===== config.mk =====
export PLATFORM = sky130hd
export DESIGN_NAME = inst_fetch_ctrl_flat
export DESIGN_NICKNAME = d
export VERILOG_FILES = /design/src/rtl/inst_fetch_ctrl_if.sv /design/src/rtl/inst_fetch_ctrl.sv /design/src/flat_wrapper.sv
export SDC_FILE = /design/constraint.sdc
export NUM_CORES = 1
export LEC_CHECK = 0
export ABC_AREA = 1
export CORE_ASPECT_RATIO = 1.75
export CORE_MARGIN = 2
export CORE_UTILIZATION = 30
export DETAILED_ROUTE_END_ITERATION = 10
export GPL_TIMING_DRIVEN = 0
export PLACE_DENSITY = 0.67
export SETUP_SLACK_MARGIN = 0.5
export SYNTH_ARGS = -nofsm -noshare
export SYNTH_HDL_FRONTEND = slang
export SYNTH_SLANG_ARGS = --single-unit
export TNS_END_PERCENT = 100

===== constraint.sdc =====
create_clock -name clk -period 1.7 [get_ports clk]
set_input_delay 0.51 -clock clk [delete_from_list [all_inputs] [get_ports clk]]
set_output_delay 0.51 -clock clk [all_outputs]
set_load 0.05 [all_outputs]

===== src/rtl/inst_fetch_ctrl_if.sv =====
// Instruction-bus handshake between the fetch controller (master) and the
// instruction memory or bus slave.
interface inst_fetch_ctrl_if;
   logic        bus_req_o;
   logic [31:0] bus_addr_o;
   logic        bus_ack_i;
   logic [31:0] bus_data_i;

   modport master (
      output bus_req_o,
      output bus_addr_o,
      input  bus_ack_i,
      input  bus_data_i
   );

   modport slave (
      input  bus_req_o,
      input  bus_addr_o,
      output bus_ack_i,
      output bus_data_i
   );
endinterface


===== src/rtl/inst_fetch_ctrl.sv =====
// Instruction fetch responder: one bus read per PC, holds the pipeline until
// the word is ready, and turns flushes and bus timeouts into NOP_INST.
//
// state | meaning
// IDLE  | sample pc_i; launch a read or deliver NOP for a misaligned PC
// REQ   | read outstanding, result goes to IF/ID
// DONE  | word presented on inst_o, waiting for the PC stage to advance
// DRAIN | read outstanding after a flush, result is discarded
module inst_fetch_ctrl #(
   parameter logic [31:0] NOP_INST       = 32'h0000_0000,
   parameter int unsigned TIMEOUT_CYCLES = 255,
   parameter int unsigned CNT_WIDTH      = 8
) (
   input  logic                     clk,
   input  logic                     rst,
   input  logic [31:0]              pc_i,
   input  logic [5:0]               stall_i,
   input  logic                     flush_i,
   inst_fetch_ctrl_if.master        bus,
   output logic [31:0]              inst_o,
   output logic                     stallRequest_o,
   output logic                     busError_o
);

   typedef enum logic [1:0] {
      ST_IDLE  = 2'd0,
      ST_REQ   = 2'd1,
      ST_DONE  = 2'd2,
      ST_DRAIN = 2'd3
   } state_t;

   localparam logic [CNT_WIDTH-1:0] CNT_LAST = CNT_WIDTH'(TIMEOUT_CYCLES - 1);

   state_t                 state, state_nxt;
   logic                   bus_req, bus_req_nxt;
   logic [31:0]            bus_addr, bus_addr_nxt;
   logic [31:0]            inst, inst_nxt;
   logic                   bus_err, bus_err_nxt;
   logic [CNT_WIDTH-1:0]   cnt, cnt_nxt;

   logic                   launch;
   logic                   load_data;
   logic                   load_nop;
   logic                   end_read;
   logic                   timeout;
   logic                   wait_end;
   logic                   unused_stall;

   assign unused_stall = ^stall_i[5:1];
   assign wait_end     = (cnt == CNT_LAST);

   always_ff @(posedge clk) begin
      if (rst) begin
         state    <= ST_IDLE;
         bus_req  <= 1'b0;
         bus_addr <= 32'h0;
         inst     <= NOP_INST;
         bus_err  <= 1'b0;
         cnt      <= '0;
      end else begin
         state    <= state_nxt;
         bus_req  <= bus_req_nxt;
         bus_addr <= bus_addr_nxt;
         inst     <= inst_nxt;
         bus_err  <= bus_err_nxt;
         cnt      <= cnt_nxt;
      end
   end

   always_comb begin
      state_nxt = state;
      launch    = 1'b0;
      load_data = 1'b0;
      load_nop  = 1'b0;
      end_read  = 1'b0;
      timeout   = 1'b0;
      case (state)
         ST_IDLE: begin
            if (flush_i) begin
               load_nop = 1'b1;
            end else if (pc_i[1:0] == 2'b00) begin
               launch    = 1'b1;
               state_nxt = ST_REQ;
            end else begin
               load_nop  = 1'b1;
               state_nxt = ST_DONE;
            end
         end
         ST_REQ: begin
            if (bus.bus_ack_i) begin
               end_read = 1'b1;
               if (flush_i) begin
                  load_nop  = 1'b1;
                  state_nxt = ST_IDLE;
               end else begin
                  load_data = 1'b1;
                  state_nxt = ST_DONE;
               end
            end else if (wait_end) begin
               // A flush coinciding with the timeout still restarts from IDLE.
               end_read  = 1'b1;
               timeout   = 1'b1;
               load_nop  = 1'b1;
               state_nxt = flush_i ? ST_IDLE : ST_DONE;
            end else if (flush_i) begin
               state_nxt = ST_DRAIN;
            end
         end
         ST_DONE: begin
            if (flush_i) begin
               load_nop  = 1'b1;
               state_nxt = ST_IDLE;
            end else if (!stall_i[0]) begin
               state_nxt = ST_IDLE;
            end
         end
         ST_DRAIN: begin
            if (bus.bus_ack_i || wait_end) begin
               end_read  = 1'b1;
               timeout   = !bus.bus_ack_i;
               load_nop  = 1'b1;
               state_nxt = ST_IDLE;
            end
         end
         default: state_nxt = ST_IDLE;
      endcase
   end

   always_comb begin
      bus_req_nxt  = bus_req;
      bus_addr_nxt = bus_addr;
      inst_nxt     = inst;
      cnt_nxt      = cnt;
      bus_err_nxt  = timeout;
      if (launch) begin
         bus_req_nxt  = 1'b1;
         bus_addr_nxt = pc_i;
         cnt_nxt      = '0;
      end else if (end_read) begin
         bus_req_nxt  = 1'b0;
      end
      if (load_data) begin
         inst_nxt = bus.bus_data_i;
      end else if (load_nop) begin
         inst_nxt = NOP_INST;
      end
      if ((state == ST_REQ || state == ST_DRAIN) && !wait_end) begin
         cnt_nxt = cnt + CNT_WIDTH'(1);
      end
   end

   assign bus.bus_req_o  = bus_req;
   assign bus.bus_addr_o = bus_addr;
   assign inst_o         = inst;
   assign busError_o     = bus_err;
   assign stallRequest_o = (state != ST_DONE);

endmodule


===== src/flat_wrapper.sv =====
// flat-port wrapper written by rule: the top's interface ports become plain ports
module inst_fetch_ctrl_flat 
#(
   parameter logic [31:0] NOP_INST       = 32'h0000_0000,
   parameter int unsigned TIMEOUT_CYCLES = 255,
   parameter int unsigned CNT_WIDTH      = 8
)
  (clk, rst, pc_i, stall_i, flush_i, inst_o, stallRequest_o, busError_o, bus_bus_req_o, bus_bus_addr_o, bus_bus_ack_i, bus_bus_data_i);
  inst_fetch_ctrl_if bus_i ();
  input  logic clk;
  input  logic rst;
  input  logic [31:0] pc_i;
  input  logic [5:0] stall_i;
  input  logic flush_i;
  output logic [31:0] inst_o;
  output logic stallRequest_o;
  output logic busError_o;
  output wire logic [$bits(bus_i.bus_req_o)-1:0] bus_bus_req_o;
  output wire logic [$bits(bus_i.bus_addr_o)-1:0] bus_bus_addr_o;
  input wire logic [$bits(bus_i.bus_ack_i)-1:0] bus_bus_ack_i;
  input wire logic [$bits(bus_i.bus_data_i)-1:0] bus_bus_data_i;
  assign bus_bus_req_o = bus_i.bus_req_o;
  assign bus_bus_addr_o = bus_i.bus_addr_o;
  assign bus_i.bus_ack_i = bus_bus_ack_i;
  assign bus_i.bus_data_i = bus_bus_data_i;
  inst_fetch_ctrl #(.NOP_INST(NOP_INST), .TIMEOUT_CYCLES(TIMEOUT_CYCLES), .CNT_WIDTH(CNT_WIDTH)) u_core (.clk(clk), .rst(rst), .pc_i(pc_i), .stall_i(stall_i), .flush_i(flush_i), .bus(bus_i), .inst_o(inst_o), .stallRequest_o(stallRequest_o), .busError_o(busError_o));
endmodule

After elaboration in Yosys (flattened, before gate mapping)
Index checks and enable logic that the tools add are counted.
{ "totals": {"regBits": 76, "output_inout_bits": 67, "word_cells": 61} }
{ "op_classes": {"addsub": 1, "eq_ne": 9, "n_mux": 34, "n_reduce_logical": 11} }
{ "op_table": {"columns": ["operator", "n"], "rows": [
  ["32-bit two-way mux", 2],
  ["2-bit two-way mux", 9],
  ["1-bit two-way mux", 17],
  ["8-bit two-way mux", 2],
  ["8-bit by 1-bit adder with 8-bit output, second input constant", 1],
  ["8-bit == test, second input constant", 1],
  ["2-bit case mux with 4 select lines", 1],
  ["2-bit nonzero test", 3],
  ["2-bit == test, second input constant", 2],
  ["2-bit logical NOT", 2],
  ["2-bit inequality test, second input constant", 2],
  ["4-bit by 3-bit inequality test with 1-bit output, second input constant", 1],
  ["1-bit case mux with 2 select lines", 2],
  ["1-bit case mux with 4 select lines", 1],
  ["4-bit AND reduction", 1],
  ["3-bit inequality test, second input constant", 1],
  ["2-bit by 1-bit == test with 1-bit output, second input constant", 1],
  ["1-bit logical NOT", 2],
  ["1-bit logical OR", 2],
  ["2-bit by 1-bit inequality test with 1-bit output, second input constant", 1],
  ["1-bit logical AND", 1]
]} }

Depth between registers and ports, before layout
Gate-level depths: netlist (run 1).
{ "logic_depth": {"ltp_word": 6, "ltp_mapped": 12} }

Worst setup path before layout (run 1)
OpenSTA, ideal clock, no wires.
{ "synth_path": {"path_type": "register -> register", "start": "register u_core.cnt[0]", "end": "register u_core.inst[19] (netlist: u_core.inst_o[19])", "t_arrival_ps": 1377, "required_time_ps": 1629, "setup_slack_ps": 252, "path_stages_with_launch": 13, "n_path_buf": 1, "synth_period_minus_slack_ps": 1448, "cell_sequence": "dfxtp_1 -> inv_1 -> ha_1 -> inv_1 -> nor2_1 -> nand2_2 -> nand2_1 -> nand2_1 -> nand2_2 -> nand2_4 -> buf_6 -> nand3_2 -> a21oi_2"} }
{ "synth_via": {"elab_chain_cells": 5, "word_cells_on_any_way": 7, "classes_between": "eq/ne (1); mux (4); reduce/logical (2)"} }
{ "synth_lines": {"columns": ["element", "line_no", "rtl"], "rows": [
  ["start: declaration", "inst_fetch_ctrl.sv:39", "logic [CNT_WIDTH-1:0] cnt, cnt_nxt;"],
  ["start signal: assignment", "inst_fetch_ctrl.sv:66", "cnt <= cnt_nxt;"],
  ["8-bit == test (*)", "inst_fetch_ctrl.sv:50", "assign wait_end = (cnt == CNT_LAST);"],
  ["1-bit two-way mux or 1-bit logical OR (tied branches)", "inst_fetch_ctrl.sv:99, inst_fetch_ctrl.sv:118", null],
  ["1-bit two-way mux (on tied branches)", "inst_fetch_ctrl.sv:90, inst_fetch_ctrl.sv:118", null],
  ["1-bit case mux with 4 select lines (*)", "inst_fetch_ctrl.sv:77", "case (state)"],
  ["2-bit nonzero test (no line) (*)", null, null],
  ["end signal: assignment", "inst_fetch_ctrl.sv:64", "inst <= inst_nxt;"],
  ["end: declaration", "inst_fetch_ctrl.sv:37", "logic [31:0] inst, inst_nxt;"]
]} }
Mark *: on every way between the ends. The rest lies on a longest branch, timed or not.
A chain may end at the register's enable or synchronous reset.

Final worst setup path (run 1)
{ "layout_path": {"start": "input port bus_bus_ack_i", "end": "register u_core.inst[5] (netlist: u_core.inst_o[5])"} }
{ "layout_via": {"elab_chain_cells": 4, "word_cells_on_any_way": 8, "classes_between": "mux (6); reduce/logical (2)"} }
{ "layout_lines": {"columns": ["element", "line_no", "rtl"], "rows": [
  ["start: declaration", "flat_wrapper.sv:20", "input wire logic [$bits(bus_i.bus_ack_i)-1:0] bus_bus_ack_i;"],
  ["1-bit logical OR", "inst_fetch_ctrl.sv:118", "if (bus.bus_ack_i || wait_end) begin"],
  ["1-bit two-way mux", "inst_fetch_ctrl.sv:118", null],
  ["1-bit case mux with 4 select lines", "inst_fetch_ctrl.sv:77", null],
  ["2-bit nonzero test (no line)", null, null]
]} }
Parallel ways exist; a longest one is shown, timed or not.

==> flow_metrics.py, run 1 <==
metrics = {
    "outcome": {
        "status": "completed",
    },
    "yosys": {
        "synth_compound_area_share_pct": 14.2,
        "syn_inst": 393,
        "synth_top_family_by_area": "simple AND/OR/NAND/NOR gates",
        "synth-simple-area-share_pct": 31.4,
        "synth_xor_area_share_pct": 0.270,
        "ys.flop_type": "dfxtp_1",
        "synth-seq-area-share_pct": 46.9,
        "synthesis.area_um2": 3240,
        "async_flop_share_pct": 0,
        "avgSynthCellArea_um2": 8.25,
        "synth-edff-count": 0,
        "synth_seq_cells": 76,
        "synth.mux.area_fraction_pct": 0,
        "yosys.area_share.adder_pct": 0.772,
        "yosysUniqueCellTypes": 29,
        "synth_fp_nets": 469,
        "yosys_warnings": 0,
    },
    "route": {
        "dr.first_iter.drc_count": 112,
        "drtPass1Iterations": 4,
        "wirelength_mm": 10.5,
        "viasPerCell": 4.66,
        "drc": 0,
        "drtAntennaViolNets": 0,
        "wl_per_cell_um": 14.3,
        "vias": 3415,
    },
    "global_routing": {
        "grt_pass1_wl_mm": 15.5,
        "first_global_vias": 3292,
        "grt_util_all_layers_pct": 17.4,
        "grt_overflow": 0,
        "antenna_found_initial": 0,
        "grt_start_max_net_pins": 13,
    },
    "critical_path": {
        "crit_fanout": 10,
        "critPathRequiredTime_ns": 1.96,
        "cp.arrival_ns": 1.77,
        "ff2ff_path_depth": 13,
        "cp_cell_sequence": "dlygate4sd2_1 -> inv_2 -> nor2_4 -> buf_4 -> nand2_4 -> buf_2 -> nand3_2 -> a21oi_2",
        "critPathLaunchType": "input port",
        "path_class": "in -> reg",
        "worst_setup_path_end_kind": "flop",
        "slowest_stage": "buf_2",
        "cpPeakStageDelay_ns": 0.34,
    },
    "floorplan": {
        "die_x_um": 82.6,
        "initial_utilization_pct": 30.5,
        "die_area_um2": 11700,
        "coreArea_um2": 10600,
        "io_pins": 141,
        "rows": 50,
        "die_h_um": 142,
    },
    "clock_network": {
        "cts_buffers": 9,
        "clk-insertion-delay-late_ns": 0.33,
        "cts_sinks": 76,
        "clkSlewWorstSetupHoldPaths_ns": 0.06,
        "tritoncts": "yes",
        "htree_levels": 3,
        "cts_root_buf": "clkbuf_16",
        "clk_path_buf_depth": 2,
    },
    "worst_hold_path": {
        "worstHoldPathType": "reg -> reg",
        "holdPathStages": 2,
    },
    "layout": {
        "fin_util_pct": 58.4,
        "final_area_um2": 6220,
        "num-nets-final": 674,
        "antennaDiodeCount": 0,
        "drive_gt1_share_pct": 55.2,
        "fillCellCount": 908,
        "areaGrowthSynthToFinish_pct": 91.7,
    },
    "placed_design": {
        "pre_cts_slack_ns": -0.320,
        "placed_area_um2": 4830,
        "port_buffers": 134,
        "place_hpwl_mm": 7.14,
        "place_congestion": 0.808,
    },
    "run": {
        "drv_cap": 0,
    },
    "sta": {
        "fmax_ghz": 0.659,
        "tns_ns": 0,
        "relSlewSlack_pct": 53.3,
        "layout_min_cycle_time_ns": 1.52,
        "setup_violations": 0,
        "rsz0062_at_grt": "true",
        "final.period_utilization_pct": 89.3,
        "final_max_slew_viol_count": 0,
        "layout_setup_ws_ns": 0.182,
        "tightestPinTransition_ns": 0.701,
        "hold_viol_final": 0,
        "fin_skew_ns": 0.00644,
    },
    "power": {
        "vdd_ir_drop_max_v": 0.000639,
        "power_density_nw_per_um2": 1010,
        "leakage_uw": 0.00239,
    },
}
## kinds of logic (layout without fill, tap and decap cells)
group,count (synthesis),in the layout
flops,76,76
compound gates,73,73
xor+xnor,1,1
fa+ha+maj,2,2
buf+inv,41,251
simple gates,200,200
## area by class of cell
| class | instances | area, um2 | area share, % |
|---|---|---|---|
| multi-input cells | 276 | 1680 | 27.1 |
| clock buffers | 13 | 260 | 4.19 |
| flip-flops and latches | 76 | 1620 | 26.1 |
| clock inverters | 3 | 45.0 | 0.725 |
| well taps | 130 | 163 | 2.62 |
| plain buffers | 24 | 204 | 3.28 |
| inverters | 17 | 72.6 | 1.17 |
| repair buffers | 194 | 2170 | 34.9 |
## stage by stage
step,cells,hold slack (ns),total power [uW]
after floorplan,393,0.428,3130
after global placement,657,0.434,3620
after detailed placement,657,0.446,3650
after CTS,711,0.472,6050
after global routing,733,0.488,6560
final,733,0.469,6290
## placed cells by master, fill, tap and decap left out, types with 2 or more instances in the layout
cell type and count:
a21oi_2 31, clkbuf_2 3, buf_2 3, buf_12 3
nor2_4 7, a21oi_1 39, dfxtp_4 5, nor2_2 5
clkbuf_8 2, clkinvlp_4 3, buf_8 64, clkdlybuf4s50_1 63
buf_4 61, nor3_1 2, nand2_8 2, nand3_4 4
inv_2 6, clkbuf_16 10, nand3_1 7, nand3_2 30
dfxtp_2 66, nor2_1 8, inv_1 8, nand2_2 7
nand4_1 2, nand2_1 120, dlygate4sd2_1 3, buf_6 11
o21ai_0 2, nand2_4 2, clkbuf_1 5, dfxtp_1 5
## report_power, final
group | internal (uW) | switching (uW)
logic | 1100 | 1190
registers | 1910 | 131
clock network | 1220 | 730
## synthesized netlist by cell type (2+ instances only)
| cell | instances | area share, % |
|---|---|---|
| a21oi_1 | 45 | 6.9 |
| a21oi_2 | 25 | 6.8 |
| buf_2 | 9 | 1.4 |
| buf_4 | 4 | 0.93 |
| buf_6 | 4 | 1.4 |
| clkbuf_1 | 6 | 0.69 |
| dfxtp_1 | 76 | 47 |
| ha_1 | 2 | 0.77 |
| inv_1 | 11 | 1.3 |
| inv_2 | 5 | 0.58 |
| nand2_1 | 125 | 14 |
| nand2_2 | 5 | 0.96 |
| nand3_1 | 10 | 1.5 |
| nand3_2 | 30 | 9.3 |
| nand4_1 | 2 | 0.39 |
| nor2_1 | 17 | 2.0 |
| nor2_4 | 2 | 0.69 |
| nor3_1 | 3 | 0.46 |
| o21ai_0 | 2 | 0.31 |
## final timing paths
kind              slack, ns                   endpoint                 startpoint
setup / recovery       0.18           u_core.inst_o[5]              bus_bus_ack_i
setup reg to reg       0.20           u_core.inst_o[5]              u_core.cnt[0]
hold / removal         0.47  u_core.bus.bus_addr_o[14]  u_core.bus.bus_addr_o[14]
hold reg to reg        0.47  u_core.bus.bus_addr_o[14]  u_core.bus.bus_addr_o[14]
## sequential cells by signal, summed over array words and instances, names as in the netlist
register and flops:
u_core.bus.bus_addr_o 32, u_core.inst_o 32, u_core.cnt 8, u_core.state 2
u_core.bus.bus_req_o 1, u_core.busError_o 1
## per-layer routing
layer / track usage (%) / routed length [um] / up-vias
met4: 8.80 / 264 / 0
li1: - / - / 1686
met2: 30.7 / 5860 / 119
met1: 18.6 / 3770 / 1590
met5: 0 / 0 / -
met3: 4.07 / 569 / 20
## worst max-delay path, delay by kind of cell
| kind | cells | cell delay, ns |
|---|---|---|
| AOI/OAI and AO/OA | 1 | 0.13 |
| buffers and inverters | 4 | 0.86 |
| and+or+nand+nor | 3 | 0.27 |
## repair_timing
| action | 4_1_cts | 5_1_grt |
|---|---|---|
| setup endpoints to repair | 142 | 142 |
| hold buffers | 0 | 0 |
| pin swaps | 7 | 4 |
| cloned | 1 | 1 |
| buffers inserted | 37 | 21 |
| gates resized for setup | 623 | 29 |
No activity file was read; power rests on OpenSTA's default activity.
==> inputs of run 2 (changes only) <==
--- a/config.mk
+++ b/config.mk
@@ -11,6 +11,7 @@
 export CORE_UTILIZATION = 30
 export DETAILED_ROUTE_END_ITERATION = 10
 export GPL_TIMING_DRIVEN = 0
+export HOLD_SLACK_MARGIN = 0.03
 export PLACE_DENSITY = 0.67
 export SETUP_SLACK_MARGIN = 0.5
 export SYNTH_ARGS = -nofsm -noshare
==> results of run 2 <==
Final layout, timing and power as in run 1 (identical DEF).
